==> config.mk <==
export PLATFORM = sky130hd
export DESIGN_NAME = sincos_nco_scheduler
export DESIGN_NICKNAME = d
export VERILOG_FILES = /design/src/rtl/sincos_nco_scheduler.sv
export SDC_FILE = /design/constraint.sdc
export NUM_CORES = 1
export LEC_CHECK = 0
export ABC_AREA = 1
export CAP_MARGIN = 20
export CORE_AREA = 3 3 250 252
export DETAILED_ROUTE_END_ITERATION = 8
export DIE_AREA = 0 0 253 255
export PLACE_DENSITY = 0.8
export SYNTH_ARGS = -nofsm -noshare
export SYNTH_HDL_FRONTEND = slang
export SYNTH_SLANG_ARGS = --single-unit
==> constraint.sdc <==
create_clock -name clk -period 4.2 [get_ports clk]
set_input_delay 0.42 -clock clk [delete_from_list [all_inputs] [get_ports clk]]
set_output_delay 0.42 -clock clk [all_outputs]
set_load 0.02 [all_outputs]
==> src/rtl/sincos_nco_scheduler.sv <==
// sincos_nco_scheduler: multi-channel NCO front end that time-shares one
// fixed-latency sine core. It keeps one phase accumulator per channel, issues
// phases in round-robin slots, and tags each issue so that core results come
// back labelled with their channel.
// Optional build macro SINCOS_SCHED_COS_EN: each channel takes two slots
// (sine, then cosine as a quarter-turn offset), and out_cos_o marks the
// cosine result.
module sincos_nco_scheduler #(
  parameter int unsigned NUM_CH     = 4,
  parameter int unsigned CH_BITS    = $clog2(NUM_CH),
  parameter int unsigned PHASE_BITS = 47,
  parameter int unsigned OUT_BITS   = 56,
  parameter int unsigned CORE_LAT   = 5
) (
  input  logic                  clk,
  input  logic                  resetn,
  input  logic                  run_i,
  input  logic                  sync_i,
  input  logic [NUM_CH-1:0]     ch_en_i,
  input  logic                  cfg_we_i,
  input  logic                  cfg_sel_i,
  input  logic [CH_BITS-1:0]    cfg_ch_i,
  input  logic [PHASE_BITS-1:0] cfg_data_i,
  output logic                  core_valid_o,
  output logic [PHASE_BITS-1:0] core_phase_o,
  input  logic                  core_valid_i,
  input  logic [OUT_BITS-1:0]   core_y_i,
  output logic                  out_valid_o,
  output logic [CH_BITS-1:0]    out_ch_o,
  output logic                  out_cos_o,
  output logic [OUT_BITS-1:0]   out_y_o,
  output logic                  err_o
);

`ifdef SINCOS_SCHED_COS_EN
  localparam int unsigned PTR_BITS = CH_BITS + 1;
`else
  localparam int unsigned PTR_BITS = CH_BITS;
`endif

  localparam logic [PHASE_BITS-1:0] QTR_TURN = {2'b01, {(PHASE_BITS-2){1'b0}}};

  logic [PTR_BITS-1:0]   r_ptr;
  logic [PHASE_BITS-1:0] r_acc [NUM_CH];
  logic [PHASE_BITS-1:0] r_fcw [NUM_CH];
  logic [PHASE_BITS-1:0] r_off [NUM_CH];

  logic [CH_BITS-1:0]    w_ch;
  logic                  w_cos;
  logic                  w_step;
  logic                  w_issue;
  logic                  w_fire;
  logic [PHASE_BITS-1:0] w_base;
  logic [PHASE_BITS-1:0] w_phase;

  // Registered copy of the issued slot's label; together with core_valid_o it
  // forms the entry point of the tag line, so the last tag stage lines up with
  // the cycle in which the core presents the matching result.
  logic [CH_BITS-1:0]    r_iss_ch;
  logic                  r_tag_v  [CORE_LAT];
  logic [CH_BITS-1:0]    r_tag_ch [CORE_LAT];
`ifdef SINCOS_SCHED_COS_EN
  logic                  r_iss_cos;
  logic                  r_tag_cos [CORE_LAT];
`endif

  // Decode the current slot into channel, sine/cosine half and issue phase.
  always_comb begin
`ifdef SINCOS_SCHED_COS_EN
    w_ch   = r_ptr[PTR_BITS-1:1];
    w_cos  = r_ptr[0];
    w_step = r_ptr[0];
`else
    w_ch   = r_ptr;
    w_cos  = 1'b0;
    w_step = 1'b1;
`endif
    w_base  = r_acc[w_ch] + r_off[w_ch];
    w_phase = w_base + (w_cos ? QTR_TURN : '0);
    w_issue = run_i & ~sync_i;
    w_fire  = w_issue & ch_en_i[w_ch];
  end

  // Frequency and offset registers; a write lands at the edge, so an issue in
  // the same cycle still sees the old value.
  always_ff @(posedge clk or negedge resetn) begin
    if (!resetn) begin
      for (int unsigned i = 0; i < NUM_CH; i++) begin
        r_fcw[i] <= '0;
        r_off[i] <= '0;
      end
    end else if (cfg_we_i) begin
      if (cfg_sel_i) r_off[cfg_ch_i] <= cfg_data_i;
      else           r_fcw[cfg_ch_i] <= cfg_data_i;
    end
  end

  // Slot pointer and accumulators; disabled slots still advance the phase.
  always_ff @(posedge clk or negedge resetn) begin
    if (!resetn) begin
      r_ptr <= '0;
      for (int unsigned i = 0; i < NUM_CH; i++) r_acc[i] <= '0;
    end else if (sync_i) begin
      r_ptr <= '0;
      for (int unsigned i = 0; i < NUM_CH; i++) r_acc[i] <= '0;
    end else if (run_i) begin
      r_ptr <= r_ptr + PTR_BITS'(1);
      if (w_step) r_acc[w_ch] <= r_acc[w_ch] + r_fcw[w_ch];
    end
  end

  // Issue port towards the core; the phase holds between valid issues.
  always_ff @(posedge clk or negedge resetn) begin
    if (!resetn) begin
      core_valid_o <= 1'b0;
      core_phase_o <= '0;
      r_iss_ch     <= '0;
    end else begin
      core_valid_o <= w_fire;
      r_iss_ch     <= w_ch;
      if (w_fire) core_phase_o <= w_phase;
    end
  end

`ifdef SINCOS_SCHED_COS_EN
  // Sine/cosine label of the issued slot.
  always_ff @(posedge clk or negedge resetn) begin
    if (!resetn) r_iss_cos <= 1'b0;
    else         r_iss_cos <= w_cos;
  end
`endif

  // Latency-matched tag line following the core pipeline.
  always_ff @(posedge clk or negedge resetn) begin
    if (!resetn) begin
      for (int unsigned k = 0; k < CORE_LAT; k++) begin
        r_tag_v[k]  <= 1'b0;
        r_tag_ch[k] <= '0;
      end
    end else begin
      r_tag_v[0]  <= core_valid_o;
      r_tag_ch[0] <= r_iss_ch;
      for (int unsigned k = 1; k < CORE_LAT; k++) begin
        r_tag_v[k]  <= r_tag_v[k-1];
        r_tag_ch[k] <= r_tag_ch[k-1];
      end
    end
  end

`ifdef SINCOS_SCHED_COS_EN
  // Cosine flag travelling alongside the channel tag.
  always_ff @(posedge clk or negedge resetn) begin
    if (!resetn) begin
      for (int unsigned k = 0; k < CORE_LAT; k++) r_tag_cos[k] <= 1'b0;
    end else begin
      r_tag_cos[0] <= r_iss_cos;
      for (int unsigned k = 1; k < CORE_LAT; k++) r_tag_cos[k] <= r_tag_cos[k-1];
    end
  end
`endif

  // Result register: pass the core sample through with its tag, and flag any
  // disagreement between expected and actual core valid.
  always_ff @(posedge clk or negedge resetn) begin
    if (!resetn) begin
      out_valid_o <= 1'b0;
      out_ch_o    <= '0;
      out_y_o     <= '0;
      err_o       <= 1'b0;
    end else begin
      out_valid_o <= core_valid_i;
      out_y_o     <= core_y_i;
      out_ch_o    <= r_tag_ch[CORE_LAT-1];
      if (r_tag_v[CORE_LAT-1] != core_valid_i) err_o <= 1'b1;
    end
  end

`ifdef SINCOS_SCHED_COS_EN
  // Cosine label of the returned sample.
  always_ff @(posedge clk or negedge resetn) begin
    if (!resetn) out_cos_o <= 1'b0;
    else         out_cos_o <= r_tag_cos[CORE_LAT-1];
  end
`else
  assign out_cos_o = 1'b0;
`endif

endmodule

# [Word level (Yosys, flattened, before mapping)]
# Cells that the tools add are included.
[op_classes] addsub=3 magnitude_cmp=5 n_eq_ne=1 muxes=22 bitwise_logic=6 n_reduce_logical=5
[op_table] op="$bwmux 188" n=3
[op_table] op="$mux 188" n=2
[op_table] op="$mux 47" n=8
[op_table] op="$bmux 47 s2" n=3
[op_table] op="$demux 47 s2" n=2
[op_table] op="$add 47x47->47" n=2
[op_table] op="$ge 3x3->1 const B" n=2
[op_table] op="$lt 3x1->1 const B" n=2
[op_table] op="$not 2->3" n=2
[op_table] op="$mux 2" n=2
[op_table] op="$reduce_and 2->1" n=2
[op_table] op="$lt 2x3->1 const B" n=1
[op_table] op="$add 2x1->2 const B" n=1
[op_table] op="$and 1x1->1" n=2
[op_table] op="$bmux 1 s2" n=1
[op_table] op="$logic_and 1x1->1" n=2
[op_table] op="$not 1->1" n=2
[op_table] op="$reduce_bool 2->1" n=1
[op_table] op="$mux 1" n=1
[op_table] op="$ne 1x1->1" n=1
[word_totals] register_bits=691 elab_cells=72

# [Depth between registers and ports, before layout]
[logic_depth] word_depth=8 mapped_depth=21

# [Worst setup path before layout]
# Ideal clock, no wire load.
[synth_path] path_kind="register to register" startpoint="register r_ptr[0]" endpoint="register core_phase_o[20]" setup_ps=117 t_arrival_ps=2899 required_time_ps=4083 slack_ps=1184 path_stages_with_launch=18 period_less_slack_ps=3016 cell_sequence="dfrtp_1 -> inv_2 -> buf_2 -> buf_2 -> buf_2 -> nor2_1 -> o22ai_1 -> ha_1 -> fa_1 -> nand3_1 -> nand3_1 -> nand3_1 -> nand3_1 -> nand2_1 -> nand2_1 -> or2_2 -> nand3_1 -> nand2_1"
[synth_between] elab_chain_cells=5 elab_cells_between_ends=11
[synth_lines] item="start: declaration" line_no="43" source="logic [PTR_BITS-1:0] r_ptr;"
[synth_lines] item="start signal: assignment" line_no="107" source="r_ptr <= r_ptr + PTR_BITS'(1);"
[synth_lines] item="$not 2->3 (implied by the code)" line_no="78" source="w_base = r_acc[w_ch] + r_off[w_ch];"
[synth_lines] item="$bmux 47 s2" line_no="78"
[synth_lines] item="$mux 47 (implied by the code) (2 in series)" line_no="78"
[synth_lines] item="$add 47x47->47" line_no="78"
[synth_lines] item="end signal: assignment" line_no="121" source="if (w_fire) core_phase_o <= w_phase;"
[synth_lines] item="end: declaration" line_no="25" source="output logic [PHASE_BITS-1:0] core_phase_o,"
# Parallel ways exist; a longest one is shown, timed or not. The select of a mux whose other input is x is not followed.
# A chain may end at the register's enable or synchronous reset.

# [Final worst setup path]
[layout_path] startpoint="register r_ptr[0]" endpoint="register core_phase_o[36]"
# Same word-level chain as after synthesis.

==> impl_metrics.tcl <==
set metrics [dict create \
    outcome "completed" \
    fmaxAchievable_mhz 256 \
    timing.setup.critical_path_class "flop to flop" \
    worstHoldPathCells 1 \
    detail_route.drc_violations 0 \
    core_area_um2 60400 \
    maxSlewViolCount 0 \
    worst_slew_margin_rel_pct 34.8 \
    layout.cells.most_common "nand2_1" \
    syn_std_cell_area_um2 36100 \
    antenna_violations_before_repair 1 \
    hold_path_class "primary input to flop" \
    avgRoutedWirePerCell_um 19.5 \
    grt_pass1_wl_um 178000 \
    globalRouteOverflowTotal 0 \
    setup_violations 0 \
    finalWeightedCongestion 1.03 \
    cp.required_ns 4.71 \
    min_to "out_y_o[3]" \
    synth_cells 4873 \
    cap_violations 0 \
    clock-root-buffer "clkbuf_16" \
    power_leakage_nw 21.3 \
    dp_worst_setup_slack_ns 0.546 \
    area_taken_by_flip_flops_and_latches_um2 17300 \
    die_area_um2 64500 \
    worst-endpoint-arrival_ns 4.42 \
    finish.net_count 5235 \
    h-tree-depth 3 \
    yosys_warnings 0 \
    most_used_cells_in_the_layout_excluding_fill_and_tap_cells "nand2_1, o21ai_0, dfrtp_1" \
    timing.critical_path.from_type "flop" \
    horiz_die_dim_um 253 \
    fraction_of_final_layout_cells_sized_beyond_drive_strength_1_pct 5.12 \
    cellPowerDensity_nw_per_um2 527 \
    crit-reg2reg-launch "r_ptr[0]" \
    rrSetupSlack_ns 0.29 \
    detailedRoute.firstPassIterationCount 7 \
    timing.setup.tns_ns 0 \
    cts_tree "built" \
    fin_ws_ns 0.287 \
    crit_path_cell_trace "inv_8 > buf_4 > o21ai_0 > o22ai_1 > ha_1 > nand2_1 > nor2_1 > inv_1 > nor2_1 > and2_1 > nand3_1 > nand3_1 > nand2_1 > nand3_1 > nand2_1" \
    path_delay_family "simple AND/OR/NAND/NOR gates" \
    yosys.cell_types.count 37 \
    io_buffers 223 \
    synthesized_net_count 5087 \
    grt_max_degree 147 \
    drt_wl_total_um 114000 \
    hold_violations 0 \
    power.ir.vdd_worst_v 0.000390 \
    cts.sinks 691 \
    final.setup_skew_ns 0.0269 \
    worst_hold_startpoint "core_y_i[3]" \
    num_vias 34000 \
    worstSetupEndpointType "flop" \
    first_iter_violations 3784 \
    worstReg2RegEnd "core_phase_o[36]" \
    critical_path.max_stage_delay_ns 0.57 \
    rsz0062_at_grt "no" \
    die_h_um 255 \
    clock_latency_ns 0.64 \
    min_period_ns 3.91 \
    worst-path-max-fanout 58 \
    nFillCells 5082 \
    avgSynthCellArea_um2 7.42 \
    rows 90 \
    route.antenna.remaining_nets 0 \
    grt_pass1_vias 32300 \
    post_drt_via_cell_ratio 5.80 \
    flip_flop_and_latch_count_after_synthesis 691 \
    cts.reportedPaths.clkPinSlew_ns 0.06 \
    cts.repair_timing.setup_buffer_count 0 \
    share_of_the_yosys_chip_area_belonging_to_registers_pct 47.8 \
    critical_path.slowest_cell "dfrtp_4" \
    worst_pin_slew_ns 0.972 \
    antennaDiodeCount 0 \
    cts_inserted_buffers 72 \
    cts.path.max_buffers 3 \
    areaGrowthSynthToFinish_pct 15.4 \
    grtUsageTotal_pct 35.3 \
    r2r_cells 15 \
    worstPathBufferInverterCount 3 \
    fin_crit_sh_pct 93.2 \
    hpwl_um 77700 \
    multiInputGateArea_um2 16100 \
    initial_utilization_pct 59.9 \
    pin_count 225 \
]
-- registers in the layout (all words and copies together), names as in the netlist --
| register | cells |
|---|---|
| r_tag_ch | 10 |
| out_y_o | 56 |
| err_o | 1 |
| r_iss_ch | 2 |
| r_ptr | 2 |
| r_fcw | 188 |
| out_valid_o | 1 |
| r_off | 188 |
| r_tag_v | 5 |
| out_ch_o | 2 |
| core_phase_o | 47 |
| r_acc | 188 |
| core_valid_o | 1 |
-- how the worst max path moves through the flow --
stage	start	endpoint	slack, ns	depth (start not counted)
floorplan	r_ptr[0]	core_phase_o[20]	1.18	17
global placement	r_ptr[0]	core_phase_o[36]	0.56	15
detailed placement	r_ptr[0]	core_phase_o[36]	0.55	15
CTS	r_ptr[0]	core_phase_o[36]	0.45	15
global route	r_ptr[0]	core_phase_o[36]	0.20	15
finish	r_ptr[0]	core_phase_o[36]	0.29	15
-- kinds of logic (layout without fill, tap and decap cells) --
group	after synthesis	in the layout	synth area share, %
flip-flops	691	691	47.8
buffers and inverters	730	931	7.90
adder cells (fa/ha/maj)	98	98	3.43
AND/OR/NAND/NOR	2379	2379	26.5
other	1	1	0.0104
XOR/XNOR	33	33	0.800
AO/OA/AOI/OAI	941	941	13.6
-- Yosys cell counts --
cell type,instances,area (µm²)
nand2_1,1566,5880
dfrtp_1,691,17300
o21ai_0,689,3450
inv_1,503,1890
nor2_1,481,1810
nand3_1,224,1120
clkbuf_1,161,604
o22ai_1,139,870
a21oi_1,103,515
ha_1,96,1200
buf_2,46,230
xnor2_1,32,280
nor2_2,19,119
nand4_1,18,113
nand2_2,13,81.3
nand3_2,12,120
or2_2,9,56.3
nand3b_1,8,60.1
nor3_1,8,40.0
and2_1,7,43.8
inv_2,7,26.3
o21bai_1,7,52.6
buf_1,4,15.0
or2_1,4,25.0
buf_4,3,22.5
clkbuf_8,3,41.3
nand4_2,3,37.5
nor2_4,3,33.8
o21ai_1,3,15.0
and2_2,2,15.0
dlygate4sd1_1,2,17.5
fa_1,2,40.0
and3_1,1,6.26
buf_6,1,11.3
conb_1,1,3.75
nand3b_2,1,11.3
xor2_1,1,8.76
-- where the power goes --
| group | internal (mW) | switching [mW] | leakage (nW) |
|---|---|---|---|
| Combinational | 2.44 | 4.76 | 11.3 |
| Sequential | 7.76 | 0.629 | 8.81 |
| Clock | 3.63 | 2.77 | 1.15 |
| Total | 13.8 | 8.16 | 21.3 |
-- layer usage --
metal / part of all wire (%) / routed length [µm] / global-route usage [%]
met1: 40 / 45600 / 47.1
met2: 47 / 53100 / 56.8
met3: 9.8 / 11200 / 8.08
met4: 3.8 / 4310 / 13.6
met5: 0.017 / 19 / 0
-- final cells by class --
class | count | share of cell area, %
flip-flops and latches | 691 | 41.5
multi-input cells | 3452 | 38.5
repair buffers | 294 | 7.43
clock buffers | 108 | 5.02
inverters | 510 | 4.61
well taps | 782 | 2.34
clock inverters | 19 | 0.627
-- per-stage QoR --
| stage | area (µm²) | power, mW | util, % | cells | hold slack, ns |
|---|---|---|---|---|---|
| 6_report | 41700 | 22.0 | 69.1 | 5856 | 0.219 |
| 5_1_grt | 41700 | 23.1 | 69.1 | 5856 | 0.192 |
| 4_1_cts | 41600 | 21.9 | 68.9 | 5850 | 0.185 |
| 3_5_place_dp | 39200 | 15.5 | 65.0 | 5722 | 0.335 |
| 3_3_place_gp | 39200 | 15.3 | 65.0 | 5722 | 0.332 |
| 2_1_floorplan | 36100 | 12.8 | - | 4873 | 0.124 |
-- what timing repair did --
action | in CTS | in global routing
gates resized for setup | 0 | 0
endpoints found under the hold margin | 87 | 0
hold buffers | 1 | 0
No activity file was read; power rests on OpenSTA's default activity.
